$ cat src/rtl/fifo_pkg.sv
// rtl/fifo_pkg.sv - default sizing constants and pointer-width helper for the fifo
package fifo_pkg;

    localparam int FIFO_WIDTH = 32;
    localparam int FIFO_DEPTH = 8;

    // One extra MSB beyond the index bits tells full apart from empty.
    function automatic int ptr_width(input int depth);
        return $clog2(depth) + 1;
    endfunction

endpackage

$ cat src/rtl/fifo_if.sv
// rtl/fifo_if.sv - writer/reader signal bundle for the fifo, with dut and tb views
interface fifo_if
    import fifo_pkg::*;
#(
    parameter int WIDTH = FIFO_WIDTH,
    parameter int DEPTH = FIFO_DEPTH
) ();

    logic             wr_en;
    logic [WIDTH-1:0] wdata;
    logic             rd_en;
    logic [WIDTH-1:0] rdata;
    logic             full_flag;
    logic             empty_flag;

    // Flag logic relies on power-of-two depth so the index bits wrap naturally.
    if (DEPTH < 2 || (DEPTH & (DEPTH - 1)) != 0) begin : g_bad_depth
        $fatal(1, "fifo_if: DEPTH must be a power of 2 and at least 2");
    end

    modport dut (
        input  wr_en,
        input  wdata,
        input  rd_en,
        output rdata,
        output full_flag,
        output empty_flag
    );

    modport tb (
        output wr_en,
        output wdata,
        output rd_en,
        input  rdata,
        input  full_flag,
        input  empty_flag
    );

endinterface

$ cat src/rtl/fifo.sv
// rtl/fifo.sv - single-clock circular FIFO with registered read data
module fifo
    import fifo_pkg::*;
#(
    parameter int WIDTH = FIFO_WIDTH,
    parameter int DEPTH = FIFO_DEPTH
) (
    input logic  clk,
    input logic  rst,
    fifo_if.dut  fifo_intf
);

    localparam int PW = ptr_width(DEPTH);
    localparam int AW = PW - 1;

    logic [WIDTH-1:0] mem [DEPTH];

    logic [PW-1:0]    wptr_q, wptr_d;
    logic [PW-1:0]    rptr_q, rptr_d;
    logic [WIDTH-1:0] rdata_q, rdata_d;

    logic full, empty;
    logic wr_acc, rd_acc;

    // Both requests are judged against flags from the registered pointers.
    always_comb begin
        empty  = (wptr_q == rptr_q);
        full   = (wptr_q[AW-1:0] == rptr_q[AW-1:0]) && (wptr_q[AW] != rptr_q[AW]);
        wr_acc = fifo_intf.wr_en && !full;
        rd_acc = fifo_intf.rd_en && !empty;
    end

    always_comb begin
        wptr_d  = wptr_q;
        rptr_d  = rptr_q;
        rdata_d = rdata_q;
        if (wr_acc) begin
            wptr_d = wptr_q + {{(PW-1){1'b0}}, 1'b1};
        end
        if (rd_acc) begin
            rptr_d  = rptr_q + {{(PW-1){1'b0}}, 1'b1};
            rdata_d = mem[rptr_q[AW-1:0]];
        end
    end

    always_ff @(posedge clk or posedge rst) begin
        if (rst) begin
            wptr_q  <= '0;
            rptr_q  <= '0;
            rdata_q <= '0;
        end else begin
            wptr_q  <= wptr_d;
            rptr_q  <= rptr_d;
            rdata_q <= rdata_d;
        end
    end

    // Storage has no reset; stale contents are unreachable once pointers clear.
    always_ff @(posedge clk) begin
        if (wr_acc) begin
            mem[wptr_q[AW-1:0]] <= fifo_intf.wdata;
        end
    end

    assign fifo_intf.rdata      = rdata_q;
    assign fifo_intf.full_flag  = full;
    assign fifo_intf.empty_flag = empty;

endmodule

$ cat src/flat_wrapper.sv
// flat-port wrapper written by rule: the top's interface ports become plain ports
module fifo_flat import fifo_pkg::*;
#(
    parameter int WIDTH = FIFO_WIDTH,
    parameter int DEPTH = FIFO_DEPTH
)
  (clk, rst, fifo_intf_wr_en, fifo_intf_wdata, fifo_intf_rd_en, fifo_intf_rdata, fifo_intf_full_flag, fifo_intf_empty_flag);
  fifo_if #(.WIDTH(WIDTH), .DEPTH(DEPTH)) fifo_intf_i ();
  input logic clk;
  input logic rst;
  input wire logic [$bits(fifo_intf_i.wr_en)-1:0] fifo_intf_wr_en;
  input wire logic [$bits(fifo_intf_i.wdata)-1:0] fifo_intf_wdata;
  input wire logic [$bits(fifo_intf_i.rd_en)-1:0] fifo_intf_rd_en;
  output wire logic [$bits(fifo_intf_i.rdata)-1:0] fifo_intf_rdata;
  output wire logic [$bits(fifo_intf_i.full_flag)-1:0] fifo_intf_full_flag;
  output wire logic [$bits(fifo_intf_i.empty_flag)-1:0] fifo_intf_empty_flag;
  assign fifo_intf_i.wr_en = fifo_intf_wr_en;
  assign fifo_intf_i.wdata = fifo_intf_wdata;
  assign fifo_intf_i.rd_en = fifo_intf_rd_en;
  assign fifo_intf_rdata = fifo_intf_i.rdata;
  assign fifo_intf_full_flag = fifo_intf_i.full_flag;
  assign fifo_intf_empty_flag = fifo_intf_i.empty_flag;
  fifo #(.WIDTH(WIDTH), .DEPTH(DEPTH)) u_core (.clk(clk), .rst(rst), .fifo_intf(fifo_intf_i));
endmodule
$ cat config.mk
export PLATFORM = sky130hd
export DESIGN_NAME = fifo_flat
export DESIGN_NICKNAME = d
export VERILOG_FILES = /design/src/rtl/fifo_pkg.sv /design/src/rtl/fifo_if.sv /design/src/rtl/fifo.sv /design/src/flat_wrapper.sv
export SDC_FILE = /design/constraint.sdc
export NUM_CORES = 1
export LEC_CHECK = 0
export CORE_UTILIZATION = 55
export DETAILED_ROUTE_END_ITERATION = 10
export GPL_ROUTABILITY_DRIVEN = 0
export GPL_TIMING_DRIVEN = 0
export HOLD_SLACK_MARGIN = 0.02
export PLACE_DENSITY = 0.75
export SKIP_CTS_REPAIR_TIMING = 1
export SLEW_MARGIN = 30
export SYNTH_ARGS = -nofsm -noshare
export SYNTH_HDL_FRONTEND = slang
export SYNTH_SLANG_ARGS = --single-unit
$ cat constraint.sdc
create_clock -name clk -period 4.4 [get_ports clk]
set_input_delay 0.66 -clock clk [delete_from_list [all_inputs] [get_ports clk]]
set_output_delay 0.66 -clock clk [all_outputs]
set_load 0.005 [all_outputs]
==> results <==
- The detail-routed net length per standard cell is 23.8 um.
- Following the worst setup path forward leads to its endpoint at fifo_intf_empty_flag.
- The number of cell rows is 51.
- STA classifies the critical path endpoint as an output port.
- The capturing point of the worst reg2reg path is u_core.mem[0][5].
- The fraction of final layout cells with drive strength greater than 1 is between 20 and 25%.
- Tracing the worst setup path back leads to its startpoint at u_core.wptr_q[0].
- The post-route clock period utilization is 73.0%.
- Setup repair after global routing left no endpoint under its margin.
- After clock tree synthesis, the clock-pin slew on the worst setup and hold paths is approximately 0.06 ns.
- The number of global-route vias before repair came to around 5800.
- In this run the tool buffered the top-level ports with 69 buffer cells.
- For the worst-skew pair, the clock arrives at the later sink with an insertion delay of approximately 0.55 ns.
- The post-layout instance area is between 0.01 and 0.015 mm2.
- The cell count after synthesis came out at 525.
- The area enclosed by the die boundary is 0.0210 mm2.
- In this run the number of H-tree levels came out at 1.
- Entering global routing, the biggest net connects 41 pins.
- Headroom to the max-slew limit came out at 34.9%.
- The number of antenna violations at the first check in global routing is 0.
- STA classifies the critical path startpoint as a flip-flop.
- Wires add up to ~22000 um.
- After synthesis, the netlist uses 25 different library cells.
- The global-route wire length before repair is between 30000 and 40000 um.
- The setup slack of the critical path after layout is 1.19 ns.
- The minimum setup slack after placement is 1.39 ns.
- The measured slew at the worst slew-check pin is approximately 0.98 ns.
- The cell type group with the largest total delay on the critical path is buffers and inverters.
- The pre-antenna-repair detailed-routing pass consisted of 5 iterations.
- The total nets after synthesis is 563.
- The total area inside the core boundary comes to 0.0197 mm2.
- By area the synthesized netlist is led by sky130_fd_sc_hd__edfxtp_1 (69%), sky130_fd_sc_hd__mux4_2 (13%), sky130_fd_sc_hd__dfrtp_1 (8.9%).
- For this block, the via count after detailed routing is 5462.
- The initial core utilization is 56.8%.
- At the worst endpoint, the arrival time is 2.55 ns.
- The setup check on the worst reg-to-reg path leaves a slack of approximately 1.6 ns.
- The total number of cells along the worst setup path is 5.
- The largest clock skew in the final design is 0.0266 ns.
- The synthesized design contains between 200 and 300 register bits.
- Together, buffers and inverters on the worst path number 2.
- The via-per-instance ratio is ~5.8.
- The critical path in this run is classified as flip-flop to output port.
- The beginning of the worst register-to-register path is u_core.wptr_q[0].
- During I/O placement, the number of pins put on the boundary was 70.
- Measured along the y axis, the die boundary spans approximately 140 um.
- The largest area contributor in the netlist is sky130_fd_sc_hd__edfxtp_1.
- The area growth from synthesis to final layout is 21.5%.
- For this run the aggregate overflow at the end of global routing stands at 0.
- The cell area that synthesis handed to floorplanning was 0.0112 mm2.
- The highest-delay cell along the critical path is sky130_fd_sc_hd__clkdlybuf4s50_1.
- The maximum clock rate is 0.311 GHz.
- The biggest fanout along the worst timing path is 7.
- The count of synthesis-stage warnings from yosys is 0.
- The synthesized area per cell is 21.3 um2.
- The final number of hold-violating endpoints was 0.
- The x dimension of the die is 145 um.
- The max-slew violation total from the final report is 0.
- For this run, design rule violations remaining after detail routing come to 0.
- Leaving out fill and tap cells, the most frequent cell in the layout is sky130_fd_sc_hd__edfxtp_1.
- Walking the worst path, the cells encountered are buf_2 > xor2_1 > or2_2 > nor3_1 > clkdlybuf4s50_1.
- The post-layout net count is a little under 700.
- The worst-case clock buffer depth is 3.
- The tree is rooted in a sky130_fd_sc_hd__clkbuf_16.
- The tool flagged a number of max-cap violations equal to 0.
- Summing internal, switching and leakage power gives 9.13 mW.
- The path type of the worst min-delay path is flip-flop to flip-flop.
- The count of cells along the worst hold path is 2.
- The CTS tree is built.
- The top cell type by area accounts for 68.6% of the synthesized area.
- After detailed placement, the total cell area comes to around 0.013 mm2.
- The number of diodes is 0.
- Setup violations remaining at the end of the flow were counted as 0.
- Power spread over the standard cell area amounts to 671 mW/mm2.
- Buffers inserted during clock tree synthesis total 29.
- The flow ran to the end, and the final reports show no timing, DRC or antenna violations.
- The remaining antenna violation count is 0.
- The standby leakage power is 4.66 nW.
- The portion of the post-synthesis area used by sequential elements is about 78%.
- After the first detailed-routing iteration, the DRC count stood at 423.
- In the layout the commonest cells are sky130_fd_sc_hd__edfxtp_1 (256), sky130_fd_sc_hd__clkdlybuf4s50_1 (69), sky130_fd_sc_hd__mux4_2 (64).
- The number of cells on the worst reg-to-reg path is 8.
- The placed wire-length estimate is roughly 14000 um.
- The overall fraction of global-route tracks in use is 22.8%.
- For the finished layout, the period the worst path requires is about 3.2 ns.
- The endpoint required time on the critical path is 3.74 ns.
- The worst supply voltage drop on vdd is 0.411 mV.
- The number of clock sinks is 296.
- The worst stage delay on the critical path is approximately 0.59 ns.
-- stage by stage --
stage	utilization (%)	std cells	hold slack (ns)	setup TNS, ns
floorplan	-	525	0.470	0
global placement	62.0	859	0.461	-192.34
detailed placement	64.2	882	0.473	0
CTS	69.1	934	0.487	0
global route	69.1	934	0.518	0
finish	69.1	934	0.478	0
-- flip-flops by register name, summed over array words and instances, names as in the netlist --
register / count
u_core.fifo_intf.rdata: 32
u_core.mem: 256
u_core.rptr_q: 4
u_core.wptr_q: 4
-- cell type report --
class	count	area [um2]
sequential	296	8690
fill	1192	6100
multi-input combinational	197	2390
timing repair buffer	92	1070
clock buffer	38	779
tap	265	332
clock inverter	14	175
buffer	28	164
inverter	4	17.5
-- how the worst min path moves through the flow --
stage | slack, ns | start | end
2_1_floorplan | 0.47 | u_core.fifo_intf.rdata[10] | u_core.fifo_intf.rdata[10]
3_3_place_gp | 0.46 | u_core.fifo_intf.rdata[7] | u_core.fifo_intf.rdata[7]
3_5_place_dp | 0.47 | u_core.fifo_intf.rdata[7] | u_core.fifo_intf.rdata[7]
4_1_cts | 0.49 | u_core.fifo_intf.rdata[7] | u_core.fifo_intf.rdata[7]
5_1_grt | 0.52 | u_core.fifo_intf.rdata[18] | u_core.fifo_intf.rdata[18]
6_report | 0.48 | u_core.fifo_intf.rdata[11] | u_core.fifo_intf.rdata[11]
-- cell families (layout without fill, tap and decap cells) --
| family | count (synthesis) | in the layout | synth area share [%] |
|---|---|---|---|
| flip-flops | 296 | 296 | 77.5 |
| multiplexers | 98 | 98 | 15.9 |
| AND/OR/NAND/NOR | 52 | 52 | 1.96 |
| AO/OA/AOI/OAI | 34 | 34 | 1.92 |
| buffers and inverters | 32 | 176 | 1.60 |
| XOR/XNOR | 11 | 11 | 0.860 |
| adder cells (fa/ha/maj) | 2 | 2 | 0.223 |
-- power breakdown --
group	switching [mW]	total [mW]	internal, mW
clock	0.976	2.45	1.48
sequential	0.187	3.83	3.64
combinational	1.46	2.86	1.40
total	2.62	9.13	6.52
-- synthesized netlist by cell type --
| library cell | count |
|---|---|
| sky130_fd_sc_hd__nor3_2 | 1 |
| sky130_fd_sc_hd__mux4_2 | 64 |
| sky130_fd_sc_hd__dfrtp_1 | 40 |
| sky130_fd_sc_hd__or2_1 | 1 |
| sky130_fd_sc_hd__or2_2 | 1 |
| sky130_fd_sc_hd__buf_1 | 4 |
| sky130_fd_sc_hd__o41ai_4 | 2 |
| sky130_fd_sc_hd__mux2i_1 | 32 |
| sky130_fd_sc_hd__ha_1 | 2 |
| sky130_fd_sc_hd__xnor2_1 | 3 |
| sky130_fd_sc_hd__nand2_1 | 33 |
| sky130_fd_sc_hd__o21ai_1 | 8 |
| sky130_fd_sc_hd__xor2_1 | 8 |
| sky130_fd_sc_hd__nand3_1 | 1 |
| sky130_fd_sc_hd__buf_4 | 6 |
| sky130_fd_sc_hd__edfxtp_1 | 256 |
| sky130_fd_sc_hd__o21ai_0 | 24 |
| sky130_fd_sc_hd__inv_1 | 4 |
| sky130_fd_sc_hd__mux2_1 | 2 |
| sky130_fd_sc_hd__nand2b_1 | 3 |
| sky130_fd_sc_hd__nor2_1 | 8 |
| sky130_fd_sc_hd__buf_2 | 11 |
| sky130_fd_sc_hd__clkbuf_1 | 4 |
| sky130_fd_sc_hd__nor3_1 | 4 |
| sky130_fd_sc_hd__buf_6 | 3 |
-- tightest hold or removal path, stage by stage (launching register included) --
cell                      delay, ns
sky130_fd_sc_hd__dfrtp_1       0.34
sky130_fd_sc_hd__nand2_1       0.04
sky130_fd_sc_hd__o21ai_0       0.06
-- metal layers --
metal / part of all wire (%) / up-vias / global-route usage (%)
met5: 0 / - / 0
li1: - / 2370 / -
met3: 6.1 / 37 / 3.46
met1: 40 / 2841 / 30.7
met2: 52 / 214 / 38.6
met4: 2.3 / 0 / 7.42
Note: power is estimated with default switching activity, not from simulation.
